[src/rtl/win_addr_gen.sv]
// KxK sliding-window word-address generator for a square image stored in DDR3 bursts.
// Optional feature: define WIN_ADDR_GEN_ABORT_EN to add an abort input that cancels a running scan.
module win_addr_gen #(
  parameter int WIN_SIZE = 3,
  parameter int WORD_LEN = 32,
  parameter int ADDR_W   = 28,
  parameter int EDGE_W   = 6
) (
  input  logic              clk,
  input  logic              rst_n,
`ifdef WIN_ADDR_GEN_ABORT_EN
  input  logic              abort,
`endif
  input  logic              start,
  input  logic [ADDR_W-1:0] base_addr,
  input  logic [EDGE_W-1:0] img_edge,
  input  logic [2:0]        stride,
  output logic [ADDR_W-1:0] addr,
  output logic              addr_valid,
  input  logic              addr_ready,
  output logic              busy,
  output logic              done
);

  localparam int BEAT   = 2048 / WORD_LEN;
  localparam int BEAT_W = $clog2(BEAT) + 1;
  localparam int PIX_W  = 2 * EDGE_W + 2;
  localparam int SUM_W  = ((ADDR_W > PIX_W + BEAT_W) ? ADDR_W : PIX_W + BEAT_W) + 1;
  localparam int EXT_W  = EDGE_W + 2;
  localparam logic [1:0] KLAST = 2'(WIN_SIZE - 1);

  typedef enum logic [1:0] {IDLE, RUN, FIN} state_e;

  state_e            state_q, state_d;
  logic [ADDR_W-1:0] base_q;
  logic [EDGE_W-1:0] edge_q;
  logic [2:0]        stride_q;
  logic [EDGE_W-1:0] ptr_q, ptr_d, ptc_q, ptc_d;
  logic [1:0]        bd_q, bd_d, bm_q, bm_d;
  logic              finWait_q, finWait_d;

  logic              accept, fire, abortHit, fitsNow;
  logic              colFits, rowFits, beatWrap, lastBeat;
  logic [EXT_W-1:0]  nextCol, nextRow;
  logic [PIX_W-1:0]  pixRow, pixCol, pixIdx;
  logic [SUM_W-1:0]  fullAddr;

`ifdef WIN_ADDR_GEN_ABORT_EN
  assign abortHit = (state_q == RUN) && abort;
`else
  assign abortHit = 1'b0;
`endif

  assign accept   = (state_q == IDLE) && start;
  assign fire     = (state_q == RUN) && addr_ready && !abortHit;
  assign fitsNow  = (EXT_W'(img_edge) + EXT_W'(1)) >= EXT_W'(WIN_SIZE);

  assign nextCol  = EXT_W'(ptc_q) + EXT_W'(stride_q);
  assign nextRow  = EXT_W'(ptr_q) + EXT_W'(stride_q);
  assign colFits  = (nextCol + EXT_W'(WIN_SIZE - 1)) <= EXT_W'(edge_q);
  assign rowFits  = (nextRow + EXT_W'(WIN_SIZE - 1)) <= EXT_W'(edge_q);
  assign beatWrap = (bm_q == KLAST) && (bd_q == KLAST);
  assign lastBeat = beatWrap && !colFits && !rowFits;

  // Address is rebuilt from the coordinates every cycle, so a stall can never drift it.
  always_comb begin
    pixRow   = PIX_W'(ptr_q) + PIX_W'(bd_q);
    pixCol   = PIX_W'(ptc_q) + PIX_W'(bm_q);
    pixIdx   = pixRow * (PIX_W'(edge_q) + PIX_W'(1)) + pixCol;
    fullAddr = SUM_W'(base_q) + SUM_W'(pixIdx) * SUM_W'(BEAT);
  end

  always_comb begin
    ptr_d = ptr_q;
    ptc_d = ptc_q;
    bd_d  = bd_q;
    bm_d  = bm_q;
    if (bm_q != KLAST) begin
      bm_d = bm_q + 2'd1;
    end else begin
      bm_d = '0;
      if (bd_q != KLAST) begin
        bd_d = bd_q + 2'd1;
      end else begin
        bd_d = '0;
        if (colFits) begin
          ptc_d = EDGE_W'(nextCol);
        end else begin
          ptc_d = '0;
          if (rowFits) ptr_d = EDGE_W'(nextRow);
        end
      end
    end
  end

  // A window that does not fit spends one extra FIN cycle before done.
  assign finWait_d = accept && !fitsNow;

  always_ff @(posedge clk) begin
    if (!rst_n) begin
      base_q    <= '0;
      edge_q    <= '0;
      stride_q  <= '0;
      ptr_q     <= '0;
      ptc_q     <= '0;
      bd_q      <= '0;
      bm_q      <= '0;
      finWait_q <= 1'b0;
    end else begin
      finWait_q <= finWait_d;
      if (accept) begin
        base_q   <= base_addr;
        edge_q   <= img_edge;
        stride_q <= (stride == 3'd0) ? 3'd1 : stride;
        ptr_q    <= '0;
        ptc_q    <= '0;
        bd_q     <= '0;
        bm_q     <= '0;
      end else if (fire) begin
        ptr_q <= ptr_d;
        ptc_q <= ptc_d;
        bd_q  <= bd_d;
        bm_q  <= bm_d;
      end
    end
  end

  always_ff @(posedge clk) begin
    if (!rst_n) state_q <= IDLE;
    else        state_q <= state_d;
  end

  always_comb begin
    state_d = state_q;
    case (state_q)
      IDLE: if (start) state_d = fitsNow ? RUN : FIN;
      RUN: begin
        if (abortHit)               state_d = IDLE;
        else if (fire && lastBeat)  state_d = FIN;
      end
      FIN:     if (!finWait_q) state_d = IDLE;
      default: state_d = IDLE;
    endcase
  end

  always_comb begin
    addr_valid = (state_q == RUN);
    busy       = (state_q != IDLE);
    done       = (state_q == FIN) && !finWait_q;
    addr       = addr_valid ? ADDR_W'(fullAddr) : '0;
  end

endmodule

[config.mk]
export PLATFORM = sky130hd
export DESIGN_NAME = win_addr_gen
export DESIGN_NICKNAME = d
export VERILOG_FILES = /design/src/rtl/win_addr_gen.sv
export SDC_FILE = /design/constraint.sdc
export NUM_CORES = 1
export LEC_CHECK = 0
export ABC_AREA = 1
export BUFFER_PORTS_ARGS = -buffer_cell sky130_fd_sc_hd__clkbuf_2
export CORE_ASPECT_RATIO = 0.6
export CORE_MARGIN = 2
export CORE_UTILIZATION = 45
export DETAILED_ROUTE_END_ITERATION = 12
export GPL_ROUTABILITY_DRIVEN = 0
export GPL_TIMING_DRIVEN = 0
export HOLD_SLACK_MARGIN = 0.06
export PLACE_DENSITY = 0.74
export SETUP_SLACK_MARGIN = 0.4
export SLEW_MARGIN = 20
export SYNTH_ARGS = -nofsm -noshare
export SYNTH_HDL_FRONTEND = slang
export SYNTH_SLANG_ARGS = --single-unit
[constraint.sdc]
create_clock -name clk -period 6.7 [get_ports clk]
set_clock_uncertainty 0.05 [all_clocks]
set_input_delay 1.005 -clock clk [delete_from_list [all_inputs] [get_ports clk]]
set_output_delay 1.005 -clock clk [all_outputs]
set_load 0.05 [all_outputs]
==> impl_metrics.ini <==
[status]
status = finished, violations left
violations = negative setup slack

[routing]
first_iter_violations = 566
ant_nets = 0
dr.pass1.iters = 5
dr_total_vias = 6300
drc = 0
vias_per_cell = 5.43
wl_mm = 19.9
wl_per_cell_um = 17.2

[worst_setup_path]
path_common_cell = fa_1
cpLargestDelayFamily = adder cells
path_class = reg -> out
path_max_fanout = 6
slowest_stage = fa_1
endpoint_kind = output pin
critPathRequiredTime_ns = 5.64
cp-start-kind = register
arrival_ns = 6.66
max_stage_delay_ns = 0.52
path_buf_inv = 10

[global_routing]
grt_antenna_before_repair = 0
grt_max_degree = 19
grt_pass1_vias = 5994
grt_pass1_wl_mm = 29.6
gr-total-overflow = 0
grt_usage_pct = 25.6

[layout]
postLayoutCellArea_sq_mm = 0.00841
fillers = 974
mostFrequentLayoutCells = inv_1, nand2_1, nor2_1
syn_to_final_growth_pct = 40.3
drive_gt1_share_pct = 33.0
fin_nets = 1142
num_antenna_cells = 0
final_common_cell = inv_1
fin_util_pct = 65.0
fin_cells = 1160
seq_area_sq_mm = 0.00113
multi_input_area_sq_mm = 0.00522

[placed_design]
io_buffers = 70
dp.cells = 1097
dpl_cell_area_sq_mm = 0.00693
post-place-ws_ns = -1.08
hpwlAfterDp_mm = 12.8

[flow_run]
maxCapViolations = 0

[cts]
clk_pin_slew_ns = 0.08
clock_latency_ns = 0.30
cts_tree = built
cts_made_buffers = 5
clockBufferDepth = 2
cts-root-buf = clkbuf_16
clock_sinks = 56
hold_buffers = 0
htree_levels = 2

[sta]
fin_ws_ns = -1.01
worstMarginPinSlew_ns = 0.738
report.final.slew_viol_count = 0
finalCriticalPeriod_ns = 7.71
min_period_over_period_pct = 115
finalSetupViolations = 16
finalHoldViolCount = 0
fin_tns_setup_ns = -11.77
rsz0062_at_grt = yes
fmax_mhz = 130
slew_headroom_pct = 50.8

[power_and_ir_drop]
seqPwrFrac_pct = 38.7
power_frac_comb_pct = 30.2
netSwitchingPower_mw = 0.356
ir_worst_vdd_uv = 111
p_int_mw = 0.615
swShare_pct = 36.6
powerDensity_mw_per_mm2 = 115
clkPwrFrac_pct = 31.1
power.static_leakage_nw = 4.07

[logic_synthesis]
syn_area_sq_mm = 0.00599
synth_top_cell_by_area = dfxtp_1
synth_area_leaders = dfxtp_1, ha_1, fa_1
ys_types = 42
syn_avg_cell_area_sq_um = 6.99
synth_top_area_share_pct = 18.7
synthCells = 857
ys_ff_latch = 56
syn-num-nets = 1010
yosysSeqAreaShare_pct = 18.7
ys_warn_count = 0

[floorplanning]
die_w_um = 153
ios = 72
start_util_pct = 46.4
die_area_sq_mm = 0.0143
die_h_um = 93.4
row_count = 32
coreArea_sq_mm = 0.0129

[min_path]
min-delay-path-class = reg -> reg
## metrics by stage
stage	power [mW]	hold WS, ns
3_5_place_dp	0.615	0.398
3_3_place_gp	0.612	0.388
2_1_floorplan	0.545	0.375
4_1_cts	0.935	0.413
5_1_grt	1.01	0.449
6_report	0.971	0.415
## synth_stat cells
cell type	number
xor2_1	15
ha_1	76
nand2_1	161
xnor2_1	12
xor2_4	1
o21ai_0	48
nand3_4	1
nand3b_1	2
a221oi_1	1
nand2_2	2
fa_1	36
clkbuf_1	10
nor2_4	1
buf_2	3
nand4_1	4
a21oi_2	1
inv_2	1
o21bai_1	1
o22ai_1	3
a22oi_1	1
o2111ai_1	1
nor2_1	96
a31oi_1	7
clkinv_4	1
nor3_1	19
nand3_2	4
or2_2	3
dfxtp_1	56
a21o_1	2
nand3_1	58
and2_1	2
a21oi_1	42
o21ai_1	1
nor2_8	1
o21a_1	1
o211ai_1	2
a211oi_1	5
nor2_2	3
inv_1	167
nand2_4	3
buf_1	1
xor2_2	2
## power by group through the flow
stage | Combinational, mW | Sequential [mW] | Clock (mW)
detailed placement | 0.236 | 0.378 | 0
global placement | 0.233 | 0.378 | 0
global route | 0.316 | 0.377 | 0.315
CTS | 0.262 | 0.373 | 0.300
floorplan | 0.172 | 0.373 | 0
finish | 0.293 | 0.375 | 0.302
## worst reg2reg max path: stages (launching register included)
cell and delay, ns:
dfxtp_2 0.34, buf_4 0.13, ha_1 0.20, fa_1 0.45, inv_1 0.08, nand2_1 0.05, nand2_1 0.06, inv_1 0.06
ha_1 0.20, xnor2_1 0.16, inv_1 0.08, ha_1 0.29, a21oi_1 0.16, nand2_1 0.07, nand2_1 0.06, nand2_1 0.05
nand2_1 0.11, nand3_4 0.17, nand3_1 0.17, nand2_1 0.14, nand2_1 0.09, a21oi_1 0.06
## registers in the layout (all words and copies together), names as in the netlist
| register | count |
|---|---|
| base_q | 28 |
| bd_q | 2 |
| bm_q | 2 |
| edge_q | 6 |
| finWait_q | 1 |
| ptc_q | 6 |
| ptr_q | 6 |
| state_q | 2 |
| stride_q | 3 |
## routing by layer
metal | global-route usage, % | wire, um | vias up | share of wire [%]
li1 | - | - | 2973 | -
met1 | 37.2 | 8790 | 2854 | 44
met2 | 38.2 | 8210 | 380 | 41
met3 | 6.49 | 2050 | 93 | 10
met4 | 6.10 | 890 | 0 | 4.5
met5 | 0 | 0 | - | 0
## final cells by class
| type | count | area share, % |
|---|---|---|
| Buffer | 14 | 0.669 |
| Clock buffer | 6 | 1.78 |
| Clock inverter | 2 | 0.193 |
| Inverter | 169 | 7.72 |
| Multi-Input combinational cell | 618 | 62.0 |
| Sequential cell | 56 | 13.5 |
| Tap cell | 170 | 2.53 |
| Timing Repair Buffer | 125 | 11.6 |
## kinds of logic (layout without fill, tap and decap cells)
kind of cell	Yosys count	after routing	share of synthesized area [%]
simple gates	360	360	26.3
flops	56	56	18.7
fa+ha+maj	112	112	27.9
buf+inv	183	316	11.6
xor+xnor	30	30	4.95
compound gates	116	116	10.6
## worst paths after layout
kind / startpoint / end / slack (ns) / depth (start not counted)
worst min-delay path: base_q[6]$_SDFFE_PN0P_ / base_q[6]$_SDFFE_PN0P_ / 0.41 / 2
worst max register to register: ptr_q[0]$_SDFFE_PP0P_ / state_q[1]$_SDFFE_PN0P_ / 3.37 / 21
worst min register to register: base_q[6]$_SDFFE_PN0P_ / base_q[6]$_SDFFE_PN0P_ / 0.41 / 2
worst max-delay path: edge_q[2]$_SDFFE_PN0P_ / addr[22] / -1.01 / 33
## what timing repair did
action / 4_1_cts / 5_1_grt
gates resized for setup: 118 / 97
buffers inserted: 34 / 21
endpoints found under the setup margin: 17 / 19
cloned: 0 / 0
pin swaps: 40 / 43
Note: power is estimated with default switching activity, not from simulation.
